`src/rtl/rs_bm_ctrl.sv`:
```
// Sequencing controller around the combinational BM error-locator datapath;
// optional zero-syndrome bypass under RS_BM_CTRL_ZERO_BYPASS_EN.
package gf_pkg;
    localparam int SYMB_WIDTH = 8;
    localparam int T_VAL      = 2;
    localparam int ROOTS_NUM  = 2 * T_VAL;
    localparam int LEN_WIDTH  = 4;

    typedef logic [T_VAL:0][SYMB_WIDTH-1:0]     poly_t_t;
    typedef logic [ROOTS_NUM-1:0][SYMB_WIDTH-1:0] synd_t;
endpackage

module rs_bm_ctrl
    import gf_pkg::*;
#(
    parameter int BM_LATENCY = 0
) (
    input  logic                 aclk,
    input  logic                 areset,
    input  synd_t                s_syndrome,
    input  logic                 s_syndrome_vld,
    output logic                 s_syndrome_rdy,
    output synd_t                bm_syndrome,
    output logic                 bm_syndrome_vld,
    input  poly_t_t              bm_error_locator,
    output poly_t_t              m_error_locator,
    output logic [LEN_WIDTH-1:0] m_err_num,
    output logic                 m_no_error,
    output logic                 m_fail,
    output logic                 m_vld,
    input  logic                 m_rdy,
    output logic                 busy
);
    localparam int CW = (BM_LATENCY > 0) ? $clog2(BM_LATENCY + 1) : 1;
    localparam poly_t_t POLY_ONE = poly_t_t'(1);

`ifdef RS_BM_CTRL_ZERO_BYPASS_EN
    localparam bit ZERO_BYPASS = 1'b1;
`else
    localparam bit ZERO_BYPASS = 1'b0;
`endif

    typedef enum logic [1:0] {IDLE, CALC, DONE} state_t;

    state_t               state_q;
    logic [CW-1:0]        cnt_q;
    synd_t                bm_syndrome_q;
    logic                 bm_syndrome_vld_q;
    poly_t_t              m_error_locator_q;
    logic [LEN_WIDTH-1:0] m_err_num_q;
    logic                 m_no_error_q;
    logic                 m_fail_q;
    logic                 m_vld_q;

    logic                 accept;
    logic                 handoff;
    logic [LEN_WIDTH-1:0] err_num_d;
    logic                 no_error_d;
    logic                 fail_d;

    // DONE passes m_rdy through so a new vector can enter on the handoff cycle.
    assign s_syndrome_rdy = !areset && ((state_q == IDLE) || ((state_q == DONE) && m_rdy));
    assign accept         = s_syndrome_vld && s_syndrome_rdy;
    assign handoff        = m_vld_q && m_rdy;

    always_comb begin
        err_num_d = '0;
        for (int i = 1; i <= T_VAL; i++) begin
            if (|bm_error_locator[i]) begin
                err_num_d = LEN_WIDTH'(i);
            end
        end
        no_error_d = ~|bm_syndrome_q;
        fail_d     = !no_error_d && (err_num_d == '0);
    end

    always_ff @(posedge aclk) begin
        if (areset) begin
            state_q           <= IDLE;
            cnt_q             <= '0;
            bm_syndrome_q     <= '0;
            bm_syndrome_vld_q <= 1'b0;
            m_error_locator_q <= '0;
            m_err_num_q       <= '0;
            m_no_error_q      <= 1'b0;
            m_fail_q          <= 1'b0;
            m_vld_q           <= 1'b0;
        end else begin
            case (state_q)
                CALC: begin
                    if (cnt_q != '0) begin
                        cnt_q <= cnt_q - 1'b1;
                    end else begin
                        m_error_locator_q <= bm_error_locator;
                        m_err_num_q       <= err_num_d;
                        m_no_error_q      <= no_error_d;
                        m_fail_q          <= fail_d;
                        m_vld_q           <= 1'b1;
                        bm_syndrome_vld_q <= 1'b0;
                        state_q           <= DONE;
                    end
                end
                DONE: begin
                    if (handoff) begin
                        m_vld_q <= 1'b0;
                        state_q <= IDLE;
                    end
                end
                default: ;
            endcase

            // Accept only happens in IDLE or on a DONE handoff, so it overrides the above.
            if (accept) begin
                bm_syndrome_q <= s_syndrome;
                cnt_q         <= CW'(BM_LATENCY);
                if (ZERO_BYPASS && (s_syndrome == '0)) begin
                    m_error_locator_q <= POLY_ONE;
                    m_err_num_q       <= '0;
                    m_no_error_q      <= 1'b1;
                    m_fail_q          <= 1'b0;
                    m_vld_q           <= 1'b1;
                    bm_syndrome_vld_q <= 1'b0;
                    state_q           <= DONE;
                end else begin
                    bm_syndrome_vld_q <= 1'b1;
                    state_q           <= CALC;
                end
            end
        end
    end

    assign bm_syndrome     = bm_syndrome_q;
    assign bm_syndrome_vld = bm_syndrome_vld_q;
    assign m_error_locator = m_error_locator_q;
    assign m_err_num       = m_err_num_q;
    assign m_no_error      = m_no_error_q;
    assign m_fail          = m_fail_q;
    assign m_vld           = m_vld_q;
    assign busy            = (state_q != IDLE);

endmodule

```
`config.mk`:
```
export PLATFORM = sky130hd
export DESIGN_NAME = rs_bm_ctrl
export DESIGN_NICKNAME = d
export VERILOG_FILES = /design/src/rtl/rs_bm_ctrl.sv
export SDC_FILE = /design/constraint.sdc
export NUM_CORES = 1
export LEC_CHECK = 0
export CAP_MARGIN = 20
export CORE_AREA = 2 2 83 85
export DETAILED_ROUTE_END_ITERATION = 10
export DIE_AREA = 0 0 85 87
export PLACE_DENSITY_LB_ADDON = 0.25
export SYNTH_ARGS = -nofsm -noshare
export SYNTH_HDL_FRONTEND = slang
export SYNTH_SLANG_ARGS = --single-unit
```
`constraint.sdc`:
```
create_clock -name aclk -period 1.7 [get_ports aclk]
set_input_delay 0.51 -clock aclk [delete_from_list [all_inputs] [get_ports aclk]]
set_output_delay 0.51 -clock aclk [all_outputs]
set_load 0.05 [all_outputs]
```
# Word-level counts from Yosys, hierarchy flattened
# Cells that the tools add are included.
[op_classes]
add_sub_neg = 1
eq_ne = 7
muxes = 13
bitwise = 1
n_reduce_logical = 22
[ops]
columns = ["operator", "n"]
rows = [
  ["$reduce_or A32 Y1", 1],
  ["$reduce_or A8 Y1", 2],
  ["$mux W1", 8],
  ["$mux W2", 3],
  ["$ne A3 B3 Y1 const B", 2],
  ["$reduce_and A3 Y1", 2],
  ["$reduce_bool A2 Y1", 3],
  ["$logic_and A1 B1 Y1", 5],
  ["$logic_not A4 Y1", 1],
  ["$ne A2 B2 Y1 const B", 2],
  ["$pmux W2 S2", 1],
  ["$reduce_and A2 Y1", 2],
  ["$reduce_bool A3 Y1", 1],
  ["$eq A2 B1 Y1 const B", 1],
  ["$eq A2 B2 Y1 const B", 1],
  ["$logic_not A1 Y1", 2],
  ["$logic_not A2 Y1", 1],
  ["$ne A2 B1 Y1 const B", 1],
  ["$pmux W1 S2", 1],
  ["$reduce_or A2 Y1", 1],
  ["$logic_or A1 B1 Y1", 1],
  ["$not A1 Y1", 1],
  ["$sub A1 B1 Y1 const B", 1],
]
[totals]
ff_bits = 67
output_inout_bits = 66
wordCells = 59

# Logic depth before layout (Yosys ltp)
[logic_depth]
depth_word = 7
mapped_depth = 6

# Worst setup path after synthesis
# OpenSTA, ideal clock, no wires.
[synth_path]
path_type = "input to output"
start = "in areset"
end = "out s_syndrome_rdy"
arrival_ns = 2.012
t_required_ns = 1.190
slack_ns = -0.822
cell_stages = 3
path_buffers = 2
path_cell_list = "clkbuf_1 -> buf_2 -> a211oi_1"
[synth_between]
elab_chain_len = 2
[synth_rtl]
columns = ["item", "line_no", "rtl"]
rows = [
  ["start: declaration", "19", "input logic areset,"],
  ["$logic_not A1 Y1", "62", "assign s_syndrome_rdy = !areset && ((state_q == IDLE) || ((state_q == DONE) && m_rdy));"],
  ["$logic_and A1 B1 Y1", "62", ""],
  ["end: declaration", "22", "output logic s_syndrome_rdy,"],
]
# No other way between the ends.

# Final worst setup path
[layout_path]
start = "reg state_q[0]"
end = "out busy"
[layout_between]
elab_chain_len = 1
[layout_rtl]
columns = ["item", "line_no", "rtl"]
rows = [
  ["start: declaration", "45", "state_t state_q;"],
  ["start signal: assignment", "79", "state_q <= IDLE;"],
  ["start signal: assignment", "100", "state_q <= DONE;"],
  ["start signal: assignment", "106", "state_q <= IDLE;"],
  ["$reduce_bool A2 Y1", "139", "assign busy = (state_q != IDLE);"],
  ["end: declaration", "32", "output logic busy"],
]
# No other way between the ends.

==> impl_summary.log <==
INFO  metric seq_power_share = 40.9%
INFO  metric tritoncts_num_sinks = 64
INFO  metric path_buf_inv = 1
INFO  metric most_used_cells_in_the_layout_excluding_fill_and_tap_cells = nand2_1 (85), buf_12 (65), dfxtp_1 (62)
INFO  metric placed_cells_incl_taps = 493
INFO  metric multi_input_area = 1100 µm²
INFO  metric route.antenna.remaining_nets = 0
INFO  metric drt-vias-per-instance = 4.798
INFO  metric final.setup.tns = 0 ns
INFO  metric hold_violations = 0
INFO  metric ys_ff_latch = 64
INFO  metric p_leak = 1.811 nW
INFO  metric ff2ff_path_depth = 6
INFO  metric setup_repair_after_global_routing_missed_its_margin = no
INFO  metric dpl.hpwl = 5.145 mm
INFO  metric synth.cell_area = 2549 µm²
INFO  metric clock_latency = 0.34 ns
INFO  metric crit_path_end_kind = primary output
INFO  metric hp-class = primary input to register
INFO  metric cts_root_buffer = clkbuf_8
INFO  metric die_outline_area = 7395 µm²
INFO  metric n_fill_cell = 481
INFO  metric max_slew.worst_pin.slew = 0.5731 ns
INFO  metric finalWorstSetupSlack = 0.04033 ns
INFO  metric final_common_cell = nand2_1
INFO  metric ioPinCount = 126
INFO  metric number_of_global_route_vias_before_repair = 2,311
INFO  metric holdWs = 0.4748 ns
INFO  metric timing.fmax = 0.6025 GHz
INFO  metric critPathSlowestCell = dfxtp_2
INFO  metric grt_max_degree = 67
INFO  metric drt_first_iter_violations = 74
INFO  metric unique_masters_post_synth = 28
INFO  metric gp_congestion = 0.7498
INFO  metric finalNonFillerCells = 516
INFO  metric fin_area = 4717 µm²
INFO  metric slew_viol_final = 0
INFO  metric crit_path_cell_trace = or2_2 -> buf_12
INFO  metric cts_buffers = 9
INFO  metric p_per_area = 896.1 nW/µm²
INFO  metric synth_top_area_share = 50.27%
INFO  metric post_cts_hold_buffer_count = 0
INFO  metric detailed_place.area = 4458 µm²
INFO  metric internal_power = 2.926 mW
INFO  metric antenna_violations_before_repair = 1
INFO  metric critical-path-max-stage-delay = 0.34 ns
INFO  metric run_status = finished, final reports clean
INFO  metric final_min_period_over_clock_period = 97.63%
INFO  metric start_util = 38.80%
INFO  metric via_count = 2,476
INFO  metric register_area = 1286 µm²
INFO  metric grt_total_ovfl = 0
INFO  metric crit_path_max_fanout = 3
INFO  metric design_power_total = 4.227 mW
INFO  metric peakVddDrop = 0.6957 mV
INFO  metric clock_network_fraction_of_total_power = 29.8%
INFO  metric dieWidth = 85 µm
INFO  metric grt.total_usage = 19.32%
INFO  metric syn-instance-count = 299
INFO  metric combinationalPowerShare = 29.3%
INFO  metric drt-pass1-iter-count = 4
INFO  metric maxSlewHeadroom = 61.80%
INFO  metric ys_warn_count = 0
INFO  metric switching_share = 30.79%
INFO  metric min_period = 1.660 ns
INFO  metric cts_tree = yes
INFO  metric layout.nets = 491
INFO  metric synthDominantAreaCellType = dfxtp_1
INFO  metric placement.io_buffers = 123
INFO  metric rows = 30
INFO  metric syn_avg_cell_area = 8.524 µm²
INFO  metric setup_viols_final = 0
INFO  metric wire_per_inst = 14.20 µm
INFO  metric class_of_the_most_critical_setup_path = register to primary output
INFO  metric drc_errors = 0
INFO  metric register_area_share_after_synthesis = 50.27%
INFO  metric placement.setup.worst_slack = -0.3879 ns
INFO  metric worst_ep_required_time = 1.19 ns
INFO  metric drive_above_1_share = 26.67%
INFO  metric min_delay_path_depth = 2
INFO  metric ys_top_cells_by_area = dfxtp_1 (50%), nand2_1 (13%), nand2b_1 (8.1%)
INFO  metric routed_wl = 7.328 mm
INFO  metric floorplan.die.height = 87 µm
INFO  metric crit_cells = 2
INFO  metric crit_arrival = 1.15 ns
INFO  metric ctsLongestPathBuffers = 2
INFO  metric worst_setup_path_start_kind = register
INFO  metric maxCapViolations = 0
INFO  metric clk_pin_slew_worst_setup_hold_paths = 0.07 ns
INFO  metric final_core_util = 71.81%
INFO  metric cts.htree.levels = 3
INFO  metric switchingPower = 1.301 mW
INFO  metric coreArea = 6569 µm²
INFO  metric area_growth = 85.08%
INFO  metric grt_first_pass_wirelength = 11.17 mm
INFO  metric post_route_skew = 0.007566 ns
INFO  metric path_delay_family = flip-flops
-- power groups by stage --
stage / logic, mW / registers [mW] / clock network (mW)
after floorplan: 0.284 / 2.04 / 0
after global placement: 1.20 / 1.76 / 0
after detailed placement: 1.22 / 1.76 / 0
after CTS: 1.23 / 1.73 / 1.29
after global routing: 1.30 / 1.74 / 1.36
final: 1.24 / 1.73 / 1.26
-- Yosys cell counts --
cell type / n
nand2_1: 85
dfxtp_1: 64
nand2b_1: 33
a21oi_1: 27
o21ai_0: 22
nor4_1: 12
o21ai_2: 11
buf_2: 8
clkbuf_1: 6
nor2_1: 6
buf_12: 4
buf_4: 3
nand4_1: 2
nor3_1: 2
a2111oi_4: 1
a211oi_1: 1
a21o_1: 1
a22oi_1: 1
and2b_1: 1
and3_1: 1
buf_6: 1
conb_1: 1
inv_1: 1
inv_2: 1
o2111ai_1: 1
o21bai_1: 1
or2_2: 1
or3_1: 1
-- kinds of logic after synthesis --
logic type,Yosys count,synth area share (%)
buf+inv,24,7.216
compound gates,66,16.00
simple gates,144,26.36
other cells,1,0.1471
flops,64,50.27
-- metal layers --
metal	part of all wire (%)	global-route usage [%]	up-vias	wire [µm]
li1	-	-	1256	-
met1	41	22.27	1116	2982
met2	49	32.32	96	3578
met3	9.1	7.867	8	668
met4	1.4	7.071	0	99
met5	0	0	-	0
-- repair_timing --
action	4_1_cts	5_1_grt
gates resized for setup	5	6
pin swaps	1	2
cloned	0	1
endpoints found under the hold margin	0	0
setup buffers	3	3
setup endpoints to repair	30	24
-- registers in the layout, indices dropped and copies added, names as in the netlist --
register         cells
bm_syndrome         32
bm_syndrome_vld      1
m_err_num            2
m_error_locator     24
m_fail               1
m_no_error           1
m_vld                1
state_q              2
-- final timing paths --
path / endpoint / slack [ns] / startpoint
worst min register to register: m_error_locator[5]$_SDFFE_PP0P_ / 0.49 / m_error_locator[5]$_SDFFE_PP0P_
worst min-delay path: state_q[0]$_SDFFE_PP0P_ / 0.47 / areset
worst max register to register: bm_syndrome[17]$_SDFFE_PP0P_ / 0.13 / state_q[1]$_SDFFE_PP0P_
worst max-delay path: busy / 0.04 / state_q[0]$_SDFFE_PP0P_
-- layout make-up --
| cell class | instances | share of cell area, % |
|---|---|---|
| Timing Repair Buffer | 142 | 43.13 |
| Clock buffer | 11 | 2.997 |
| Tap cell | 80 | 2.122 |
| Sequential cell | 64 | 27.27 |
| Clock inverter | 4 | 0.9549 |
| Inverter | 2 | 0.1592 |
| Antenna cell | 1 | 0.05305 |
| Multi-Input combinational cell | 212 | 23.32 |
Power figures use the tool's default switching activity.
